File: config.mk
export PLATFORM = sky130hd
export DESIGN_NAME = barret_sweep_1693
export DESIGN_NICKNAME = d
export VERILOG_FILES = /design/src/rtl/barret_sweep_1693.sv
export SDC_FILE = /design/constraint.sdc
export NUM_CORES = 1
export LEC_CHECK = 0
export BUFFER_PORTS_ARGS = -buffer_cell sky130_fd_sc_hd__buf_2
export CORE_MARGIN = 3
export CORE_UTILIZATION = 60
export DETAILED_ROUTE_END_ITERATION = 6
export PLACE_DENSITY = 0.84
export REMOVE_ABC_BUFFERS = 1
export SYNTH_ARGS = -nofsm -noshare
export SYNTH_HDL_FRONTEND = slang
export SYNTH_SLANG_ARGS = --single-unit
File: constraint.sdc
create_clock -name clk -period 5.8 [get_ports clk]
set_input_delay 1.16 -clock clk [delete_from_list [all_inputs] [get_ports clk]]
set_output_delay 1.16 -clock clk [all_outputs]
set_load 0.01 [all_outputs]
File: src/rtl/barret_sweep_1693.sv
// barret_sweep_1693
// Sweeps an operand range through an external mod-MODULUS reducer. For each
// operand it compares the reducer result against a running expected remainder.
// The expected remainder is computed once, by shift-subtract over 21 cycles.
// After that it only increments with wrap, so no divider exists in steady state.
//
// Parameters:
//   MODULUS - reduction modulus (default 1693)
//   SETTLE  - cycles the operand is held on dut_din before sampling (1..15)
//
// Ports:
//   clk, rst              - clock, synchronous active-high reset
//   start                 - sweep request, accepted only when idle
//   start_val, end_val    - inclusive operand range, captured on accept
//   dut_din / dut_dout    - operand to / remainder from the reducer under test
//   busy, done            - sweep in progress / one-cycle end-of-sweep pulse
//   check_count           - operands checked (saturating)
//   err_count             - mismatches (saturating)
//   first_err_val/_dout/_vld - first mismatch record
//
// Optional feature macro: SWEEP_FIRST_ERR_EN
//   When defined, the first mismatch record is captured.
//   When undefined, the first_err_* outputs are tied to zero.
module barret_sweep_1693 #(
  parameter int unsigned MODULUS = 1693,
  parameter int unsigned SETTLE  = 1
) (
  input  logic        clk,
  input  logic        rst,
  input  logic        start,
  input  logic [20:0] start_val,
  input  logic [20:0] end_val,
  output logic [20:0] dut_din,
  input  logic [10:0] dut_dout,
  output logic        busy,
  output logic        done,
  output logic [21:0] check_count,
  output logic [21:0] err_count,
  output logic [20:0] first_err_val,
  output logic [10:0] first_err_dout,
  output logic        first_err_vld
);

  localparam int unsigned OP_W  = 21;
  localparam int unsigned R_W   = 11;
  localparam int unsigned RX_W  = R_W + 1;
  localparam int unsigned CNT_W = 22;
  localparam int unsigned SET_W = 4;
  localparam int unsigned BIT_W = 5;

  localparam logic [RX_W-1:0] MOD_X = RX_W'(MODULUS);
  localparam logic [R_W-1:0]  MOD_M1 = R_W'(MODULUS - 1);

  typedef enum logic [2:0] {IDLE, INIT, DRIVE, CHECK, DONE} state_t;

  state_t             state_q, state_d;
  logic [OP_W-1:0]    op_q, op_d;
  logic [OP_W-1:0]    end_q, end_d;
  logic [R_W-1:0]     rem_q, rem_d;
  logic [BIT_W-1:0]   bit_q, bit_d;
  logic [SET_W-1:0]   settle_q, settle_d;
  logic [CNT_W-1:0]   chk_q, chk_d;
  logic [CNT_W-1:0]   err_q, err_d;
  logic               busy_q, busy_d;
  logic               done_q, done_d;
  logic [RX_W-1:0]    trial;
  logic               accept;
  logic               mismatch;

  function automatic logic [CNT_W-1:0] sat_inc(input logic [CNT_W-1:0] v);
    return (&v) ? v : v + CNT_W'(1);
  endfunction

  // busy_q also blocks the done cycle, so a start is never taken mid-sweep.
  assign accept   = (state_q == IDLE) && start && !busy_q;
  assign mismatch = (state_q == CHECK) && (dut_dout != rem_q);

  // State and datapath registers.
  always_ff @(posedge clk) begin
    if (rst) begin
      state_q  <= IDLE;
      op_q     <= '0;
      end_q    <= '0;
      rem_q    <= '0;
      bit_q    <= '0;
      settle_q <= '0;
      chk_q    <= '0;
      err_q    <= '0;
      busy_q   <= 1'b0;
      done_q   <= 1'b0;
    end else begin
      state_q  <= state_d;
      op_q     <= op_d;
      end_q    <= end_d;
      rem_q    <= rem_d;
      bit_q    <= bit_d;
      settle_q <= settle_d;
      chk_q    <= chk_d;
      err_q    <= err_d;
      busy_q   <= busy_d;
      done_q   <= done_d;
    end
  end

  // Next-state and datapath.
  // rem_q holds the partial remainder during INIT.
  // It then serves as the expected remainder.
  always_comb begin
    state_d  = state_q;
    op_d     = op_q;
    end_d    = end_q;
    rem_d    = rem_q;
    bit_d    = bit_q;
    settle_d = settle_q;
    chk_d    = chk_q;
    err_d    = err_q;
    trial    = {rem_q, op_q[bit_q]};

    unique case (state_q)
      IDLE: begin
        if (accept) begin
          op_d    = start_val;
          end_d   = end_val;
          rem_d   = '0;
          bit_d   = BIT_W'(OP_W - 1);
          chk_d   = '0;
          err_d   = '0;
          state_d = INIT;
        end
      end
      INIT: begin
        // An empty range is resolved here, so no reduction work is done for it.
        if (end_q < op_q) begin
          state_d = DONE;
        end else begin
          rem_d = (trial >= MOD_X) ? R_W'(trial - MOD_X) : R_W'(trial);
          if (bit_q == '0) begin
            settle_d = '0;
            state_d  = DRIVE;
          end else begin
            bit_d = bit_q - BIT_W'(1);
          end
        end
      end
      DRIVE: begin
        if (settle_q == SET_W'(SETTLE - 1)) begin
          state_d = CHECK;
        end else begin
          settle_d = settle_q + SET_W'(1);
        end
      end
      CHECK: begin
        chk_d = sat_inc(chk_q);
        if (mismatch) err_d = sat_inc(err_q);
        // Stop on equality, so an end_val of all-ones never wraps the operand.
        if (op_q == end_q) begin
          state_d = DONE;
        end else begin
          op_d     = op_q + OP_W'(1);
          rem_d    = (rem_q == MOD_M1) ? '0 : rem_q + R_W'(1);
          settle_d = '0;
          state_d  = DRIVE;
        end
      end
      DONE:    state_d = IDLE;
      default: state_d = IDLE;
    endcase

    busy_d = (state_d != IDLE) || (state_q == DONE);
    done_d = (state_q == DONE);
  end

  assign dut_din     = op_q;
  assign busy        = busy_q;
  assign done        = done_q;
  assign check_count = chk_q;
  assign err_count   = err_q;

`ifdef SWEEP_FIRST_ERR_EN
  logic [OP_W-1:0] fval_q;
  logic [R_W-1:0]  fdout_q;
  logic            fvld_q;

  // Record only the first mismatch; clear the record on each accepted start.
  always_ff @(posedge clk) begin
    if (rst) begin
      fval_q  <= '0;
      fdout_q <= '0;
      fvld_q  <= 1'b0;
    end else if (accept) begin
      fval_q  <= '0;
      fdout_q <= '0;
      fvld_q  <= 1'b0;
    end else if (mismatch && !fvld_q) begin
      fval_q  <= op_q;
      fdout_q <= dut_dout;
      fvld_q  <= 1'b1;
    end
  end

  assign first_err_val  = fval_q;
  assign first_err_dout = fdout_q;
  assign first_err_vld  = fvld_q;
`else
  assign first_err_val  = '0;
  assign first_err_dout = '0;
  assign first_err_vld  = 1'b0;
`endif

endmodule

==> results of run 1 <==
==> where the power goes <==
part | switching (mW) | leakage, nW | internal (mW) | total [mW]
clock network | 0.302 | 0.143 | 0.340 | 0.642
logic | 0.572 | 2.11 | 0.321 | 0.893
registers | 0.109 | 0.902 | 0.842 | 0.951
==> registers in the layout, indices dropped and copies added, names as in the netlist <==
register     count
end_q           21
busy             1
check_count     22
done             1
state_q          3
rem_q           11
settle_q         4
err_count       22
bit_q            5
dut_din         21
==> cells by family after synthesis <==
kind of cell,Yosys count,synth area share (%)
other,1,0.05343
XOR/XNOR,47,5.866
AO/OA/AOI/OAI,224,19.77
flip-flops,111,31.66
buffers and inverters,128,8.914
multiplexers,10,2.157
adder cells (fa/ha/maj),32,5.705
AND/OR/NAND/NOR,364,25.87
==> layer usage <==
| layer | vias up | track usage [%] |
|---|---|---|
| met5 | - | 0 |
| met4 | 0 | 6.888 |
| met3 | 32 | 5.655 |
| met2 | 333 | 46.49 |
| met1 | 3273 | 35.73 |
| li1 | 3396 | - |
==> cell usage in the layout, fill, tap and decap left out, types with 4 or more instances in the layout <==
cell,n
nand3_1,43
mux4_2,4
o21ai_0,49
and4_1,9
o31ai_1,14
nor2b_1,4
o21a_1,4
buf_4,7
a31oi_1,10
or3_1,16
nand4b_1,5
mux2i_1,5
nor3_1,17
nand4_1,30
xnor2_1,21
clkbuf_16,9
inv_1,41
a22oi_1,4
a211oi_1,12
nand2_1,99
a21oi_1,83
and3_1,19
or4_1,4
conb_1,33
o211ai_1,10
buf_2,122
xor2_1,26
nor2_1,91
nand2b_1,7
o22ai_1,5
dfxtp_1,111
ha_1,32
==> final timing paths <==
path / slack [ps] / cells past startpoint / to
max: 2070 / 13 / rem_q[5]
min: 460 / 2 / end_q[19]
max reg2reg: 2070 / 13 / rem_q[5]
min reg2reg: 460 / 2 / end_q[19]
==> per-stage QoR <==
| step | total power, mW | utilization [%] | setup WS [ps] |
|---|---|---|---|
| 2_1_floorplan | 1.543 | - | 2233 |
| 3_3_place_gp | 1.820 | 67.49 | 2258 |
| 3_5_place_dp | 1.838 | 67.49 | 2167 |
| 4_1_cts | 2.477 | 70.23 | 2156 |
| 5_1_grt | 2.637 | 70.23 | 1678 |
| 6_report | 2.486 | 70.23 | 2070 |
==> worst max-delay path, cell delays in order, from the launching register on <==
cell and delay [ps]:
dfxtp_1 570, mux4_2 270, or3_1 90, o31ai_1 90, o31ai_2 560, inv_1 100
ha_1 240, nand2b_1 80, a41oi_1 220, nor2_1 660, nand3_1 140, o21ai_0 280
mux2i_1 220, o211ai_1 90
==> area by class of cell <==
| cell class | count | area (um^2) |
|---|---|---|
| Multi-Input combinational cell | 710 | 4294 |
| Tap cell | 140 | 175.2 |
| Sequential cell | 111 | 2222 |
| Inverter | 41 | 153.9 |
| Timing Repair Buffer | 129 | 663.1 |
| Fill cell | 937 | 3312 |
| Clock inverter | 7 | 80.08 |
| Clock buffer | 9 | 225.2 |
==> flow_metrics.tcl, run 1 <==
set metrics [dict create \
    post-route-min-period_ps 3730 \
    ys.warnings.count 0 \
    hold_start "end_q[19]" \
    cts_tree "yes" \
    antenna_left 0 \
    die_area_um2 13030 \
    drive_gt1_share_pct 16.09 \
    required_ps 6040 \
    p_leak_nw 3.154 \
    wl_mm 18.23 \
    post_dp_cell_area_um2 7508 \
    start_kind "register" \
    outcome "complete, no violations" \
    critPathKind "reg -> reg" \
    drc 0 \
    finalHoldViolations 0 \
    post_cts_buffers 0 \
    yosysTopAreaCellShare_pct 31.66 \
    avgViaCountPerCell 6.133 \
    fin_crit_sh_pct 64.31 \
    ctsHtreeMaxLevel 3 \
    drt_iter0_drc 725 \
    yosysUniqueCellTypes 66 \
    cts.sink_count 111 \
    netlist_instances 917 \
    antenna_found_initial 0 \
    hpwl_mm 12.84 \
    drv_cap 0 \
    layout.cells.non_filler 1147 \
    routed.top_layer "met4" \
    die_h_um 114.2 \
    fin_skew_ps 11.27 \
    worstMarginPinSlew_ps 1270 \
    async_flop_share_pct 0 \
    core_area_um2 11130 \
    wl_met1_mm 7.697 \
    numCtsBuffers 9 \
    io_buffers 122 \
    root_buffer "clkbuf_16" \
    dpl.cell_count 1131 \
    final_nets 1090 \
    synthTopCellsByCount "dfxtp_1, nand2_1, nor2_1" \
    grt_pass1_wl_mm 29.61 \
    syn_area_um2 7018 \
    relSlewSlack_pct 15.32 \
    row_count 38 \
    synth-edff-count 0 \
    synthToLayoutAreaGrowth_pct 11.34 \
    reg2reg_from "bit_q[2]" \
    setup_viol_count_final 0 \
    num_vias 7034 \
    crit_path_start "bit_q[2]" \
    wl_met2_mm 8.740 \
    synth-seq-area-share_pct 31.66 \
    diodes 0 \
    die_x_um 114.2 \
    synth_most_common_cell "dfxtp_1" \
    wl_met3_mm 1.455 \
    io_pins 156 \
    routedWlPerCell_um 15.89 \
    cts_resized 0 \
    fmax_mhz 268.1 \
    clockBufferDepth 2 \
    grt_max_degree 65 \
    start_util_pct 63.08 \
    synth_top_area_cell "dfxtp_1" \
    drt_first_pass_iters 5 \
    fin_tns_setup_ps 0 \
    ys_top_cells_by_area "dfxtp_1, a21oi_1, ha_1" \
    drv_slew 0 \
    setup.worst_path.end_class "register" \
    cp_max_fo 12 \
    design_area_um2 7814 \
    arrival_ps 3970 \
    worst_hold_slack_ps 459.4 \
    irDropWorstVdd_mv 0.3036 \
    clk_latency_ps 370 \
    power.density_nw_per_um2 318.1 \
    gr-usage-all-layers_pct 27.42 \
    syn_avg_cell_area_um2 7.653 \
    routabilityCongestion 0.9719 \
    yosys_most_used_dff "dfxtp_1" \
    synth-seq-cells 111 \
    hold_class "reg -> reg" \
    rsz0062_at_grt "false" \
    grt_pass1_vias 6223 \
    overflow 0 \
    clkTransAtPathRegs_ps 70 \
    cts_hold_buffers 0 \
]
Power figures use the tool's default switching activity.
==> run 2, diff against run 1 <==
- CORE_UTILIZATION: 60 -> 55
- PLACE_DENSITY: 0.84 -> 0.78
- clock period: 5.8 -> 3.8 ns (I/O delays scaled with it)
==> flow_metrics.tcl, run 2 (synthesis results as in run 1) <==
set metrics [dict create \
    outcome "complete, no violations" \
    grt_pass1_vias 6129 \
    setup_viol_count_final 0 \
    diodes 0 \
    antenna_found_initial 0 \
    gr-usage-all-layers_pct 24.54 \
    fin_tns_setup_ps 0 \
    avgViaCountPerCell 5.762 \
    grt_max_degree 64 \
    core_area_um2 12260 \
    rsz0062_at_grt "false" \
    cts.sink_count 111 \
    io_buffers 122 \
    multi_input_area_um2 4302 \
    drv_cap 0 \
    fmax_mhz 297.7 \
    cts_tree "yes" \
    final_nets 1095 \
    arrival_ps 3580 \
    relSlewSlack_pct 24.72 \
    critPathTopFamily "compound AO/OA/AOI/OAI gates" \
    drv_slew 0 \
    num_vias 6799 \
    irDropWorstVdd_mv 0.4291 \
    drt_iter0_drc 456 \
    critPathKind "reg -> reg" \
    power.density_nw_per_um2 477.2 \
    fin_crit_sh_pct 88.39 \
    die_x_um 119.0 \
    ctsHtreeMaxLevel 3 \
    hold_class "reg -> reg" \
    layout_common_cells "buf_2, dfxtp_1, nand2_1, nor2_1, a21oi_1" \
    dpl.cell_count 1164 \
    start_kind "register" \
    fillers 1144 \
    cts_hold_buffers 0 \
    setup.worst_path.end_class "register" \
    synthToLayoutAreaGrowth_pct 12.43 \
    pre_cts_slack_ps 423.3 \
    fin_ws_ps 441.1 \
    hpwl_mm 12.60 \
    clockBufferDepth 2 \
    antenna_left 0 \
    required_ps 4020 \
    post-route-min-period_ps 3359 \
    worst-path-buf-inv 2 \
    p_leak_nw 3.188 \
    clk_latency_ps 360 \
    overflow 0 \
    slowest_stage "mux4_2" \
    die_area_um2 14150 \
    root_buffer "clkbuf_16" \
    drive_gt1_share_pct 16.60 \
    cp_slowest_stage_delay_ps 540 \
    layout_commonest_cell "buf_2" \
    grt_pass1_wl_mm 29.04 \
    numCtsBuffers 9 \
    row_count 40 \
    layout.area.seq_um2 2222 \
    layout.cells.non_filler 1180 \
    wl_mm 17.67 \
    clkTransAtPathRegs_ps 70 \
    worstMarginPinSlew_ps 1129 \
    die_h_um 119.0 \
    start_util_pct 57.23 \
    routabilityCongestion 0.9077 \
    io_pins 156 \
    fin_skew_ps 8.860 \
    r2r_setup_slack_ps 440 \
    drc 0 \
    cp_max_fo 11 \
    worstPathCellList "mux4_2, mux2_2, nand3b_1, o31ai_2, inv_1, ha_1, nand2b_1, a41oi_2, nor2_1, buf_4, a21boi_0, a31oi_1, xor2_1, o221ai_1" \
    drt_first_pass_iters 5 \
    finalHoldViolations 0 \
    routedWlPerCell_um 14.97 \
]
## run 2: final cells by class
class | count | share of cell area (%)
Clock buffer | 12 | 3.378
Multi-Input combinational cell | 710 | 54.52
Inverter | 41 | 1.951
Clock inverter | 4 | 0.4440
Tap cell | 168 | 2.664
Sequential cell | 111 | 28.16
Timing Repair Buffer | 134 | 8.880
## run 2: stage by stage
stage               cell area [um^2]  utilization (%)  power, mW  hold WS [ps]
floorplan                       6666                -      2.355         430.3
global placement                7581            61.83      2.790         448.4
detailed placement              7581            61.83      2.806         452.1
CTS                             7883            64.29      3.767         463.4
global route                    7890            64.35      4.022         483.0
finish                          7890            64.35      3.765         461.8
## run 2: worst paths after layout
check                 start  cells past startpoint         to
hold / removal    end_q[10]                      2  end_q[10]
setup reg to reg   bit_q[1]                     14   rem_q[7]
hold reg to reg   end_q[10]                      2  end_q[10]
setup / recovery   bit_q[1]                     14   rem_q[7]
## run 2: routing by layer
metal,GRT usage [%],part of all wire [%],wire [um]
met4,7.965,2.3,401
met1,31.47,44,7689
met5,0,0,0
met2,40.85,47,8238
met3,5.698,7.6,1337
## run 2: power breakdown
part | internal, mW | total [mW] | leakage [nW] | switching, mW
sequential | 1.28 | 1.45 | 0.902 | 0.163
combinational | 0.509 | 1.36 | 2.14 | 0.846
clock | 0.508 | 0.962 | 0.150 | 0.454
total | 2.30 | 3.77 | 3.19 | 1.46
## run 2: worst register-to-register path, stage by stage, from the launching register on
cell and delay [ps]:
dfxtp_1 520, mux4_2 540, mux2_2 280, nand3b_1 130, o31ai_2 170, inv_1 100, ha_1 210, nand2b_1 90
a41oi_2 290, nor2_1 90, buf_4 180, a21boi_0 130, a31oi_1 190, xor2_1 170, o221ai_1 130
## run 2: repair_timing
item                                    in CTS  in global routing
endpoints found under the hold margin        0                  0
endpoints found under the setup margin       0                  1
setup buffers                                0                  0
resized for setup                            0                  1
==> run 3, diff against run 2 <==
- ABC_AREA: unset -> 1
- CORE_UTILIZATION: 55 -> 56
- PLACE_DENSITY: 0.78 -> 0.79
==> flow_metrics.tcl, run 3 <==
set metrics [dict create \
    grt_pass1_vias 6761 \
    yosysUniqueCellTypes 45 \
    worstMarginPinSlew_ps 856.8 \
    fillers 1200 \
    synth_top_area_cell "dfxtp_1" \
    core_area_um2 12360 \
    pre_cts_slack_ps 615.7 \
    worst-path-buf-inv 2 \
    critPathKind "reg -> reg" \
    drt_first_pass_iters 7 \
    layout_commonest_cell "nand2_1" \
    row_count 40 \
    rsz0062_at_grt "false" \
    root_buffer "clkbuf_16" \
    antenna_found_initial 0 \
    cts_tree "yes" \
    worst_hold_slack_ps 464.9 \
    start_util_pct 58.82 \
    synth-compound-area-share_pct 15.57 \
    synth-xor-area-share_pct 4.337 \
    layout_common_cells "nand2_1, buf_2, nor2_1, dfxtp_1, inv_1" \
    clkTransAtPathRegs_ps 70 \
    synth-seq-area-share_pct 30.56 \
    reg2reg_from "bit_q[0]" \
    drv_cap 0 \
    netlist_instances 1103 \
    synth-edff-count 0 \
    overflow 0 \
    async_flop_share_pct 0 \
    worstPathCellList "inv_1, nand2_1, nand3_1, nand3_1, nand4_1, nand2_1, inv_1, ha_1, nor2_1, nand3_1, nand3_2, nand3_1, a21oi_1, o21ai_0, nand2_1, nand2_1, a21oi_1" \
    ys.warnings.count 0 \
    routedWlPerCell_um 13.85 \
    grt_use_met2_pct 42.64 \
    gr-usage-all-layers_pct 26.41 \
    drv_slew 0 \
    p_leak_nw 3.443 \
    avgViaCountPerCell 5.463 \
    die_x_um 119.9 \
    drive_gt1_share_pct 14.42 \
    io_buffers 122 \
    die_h_um 119.9 \
    grt_util_met3_pct 3.817 \
    setup.worst_path.end_class "register" \
    synthTopCellsByCount "nand2_1, nor2_1, dfxtp_1" \
    arrival_ps 3290 \
    post_cts_buffers 0 \
    fin_tns_setup_ps 0 \
    cp_max_fo 19 \
    diodes 0 \
    num_vias 7511 \
    hpwl_mm 14.03 \
    synthSimpleGateAreaFrac_pct 32.27 \
    synthMuxAreaShare_pct 0 \
    outcome "complete, no violations" \
    syn_avg_cell_area_um2 6.592 \
    io_pins 156 \
    finalHoldViolations 0 \
    irDropWorstVdd_mv 0.3236 \
    grt_pass1_wl_mm 32.02 \
    synth-seq-cells 111 \
    drt_iter0_drc 666 \
    drc 0 \
    routabilityCongestion 0.9374 \
    start_kind "register" \
    final_nets 1291 \
    antenna_left 0 \
    relSlewSlack_pct 42.67 \
    power.density_nw_per_um2 557.9 \
    synthToLayoutAreaGrowth_pct 11.84 \
    numCtsBuffers 9 \
    clockBufferDepth 2 \
    setup_viol_count_final 0 \
    ctsHtreeMaxLevel 3 \
    synth_most_common_cell "nand2_1" \
    die_area_um2 14390 \
    use_met1_pct 36.58 \
    cts.sink_count 111 \
    cts_hold_buffers 0 \
    hold_start "check_count[4]" \
    dpl.cell_count 1360 \
    layout.cells.non_filler 1375 \
    cp_slowest_stage_delay_ps 580 \
    fin_crit_sh_pct 79.10 \
    fin_skew_ps 7.859 \
    wl_mm 19.04 \
    ys_top_cells_by_area "dfxtp_1, nand2_1, a21oi_1" \
    grt.busiest_layer "met2" \
    synth_top_family_by_area "simple AND/OR/NAND/NOR gates" \
    crit_path_start "bit_q[0]" \
    hold_class "reg -> reg" \
    post-route-min-period_ps 3006 \
    yosysTopAreaCellShare_pct 30.56 \
    cts_resized 0 \
    syn_area_um2 7271 \
    required_ps 4090 \
    clk_latency_ps 350 \
    yosys_most_used_dff "dfxtp_1" \
    critPathTopFamily "simple AND/OR/NAND/NOR gates" \
    slowest_stage "dfxtp_1" \
    grt_max_degree 43 \
    synth_fa_ha_area_share_pct 5.507 \
    fin_ws_ps 794.0 \
    fmax_mhz 332.7 \
]
==> run 3: routing by layer <==
metal	up-vias	share of wire (%)
li1	3817	-
met1	3410	47
met3	25	5.5
met5	-	0
met4	0	1.6
met2	259	46
==> run 3: area by class of cell <==
type / instances / area [um^2] / area share [%]
clock inverters: 5 / 42.54 / 0.5232
well taps: 168 / 210.2 / 2.585
clock buffers: 10 / 239.0 / 2.939
multi-input cells: 839 / 4318 / 53.10
repair buffers: 131 / 678.2 / 8.340
inverters: 111 / 421.7 / 5.185
flip-flops and latches: 111 / 2222 / 27.33
==> run 3: kinds of logic after synthesis <==
group           count (synthesis)
simple gates                  526
compound gates                212
buf+inv                       185
flops                         111
xor+xnor                       36
fa+ha+maj                      32
other cells                     1
==> run 3: worst reg2reg max path, cell delays in order (launching register included) <==
cell and delay, ps:
dfxtp_1 580, inv_1 300, nand2_1 130, nand3_1 80
nand3_1 90, nand4_1 90, nand2_1 220, inv_1 80
ha_1 200, nor2_1 160, nand3_1 110, nand3_2 300
nand3_1 150, a21oi_1 140, o21ai_0 100, nand2_1 60
nand2_1 40, a21oi_1 110
==> run 3: final timing paths <==
check,to,slack [ps],cells after the start
max,rem_q[6],790,17
min,check_count[4],460,2
max reg2reg,rem_q[6],790,17
min reg2reg,check_count[4],460,2
==> run 3: stage by stage <==
stage / area, um^2 / total power [mW] / utilization [%]
floorplan: 6962 / 2.979 / -
global placement: 7850 / 3.582 / 63.50
detailed placement: 7850 / 3.617 / 63.50
CTS: 8132 / 4.526 / 65.78
global route: 8132 / 4.893 / 65.78
finish: 8132 / 4.536 / 65.78
==> run 3: power breakdown <==
group,internal (mW),switching (mW),total [mW],leakage (nW)
Sequential,1.37,0.235,1.60,0.905
Combinational,0.665,1.36,2.02,2.41
Clock,0.465,0.443,0.909,0.129
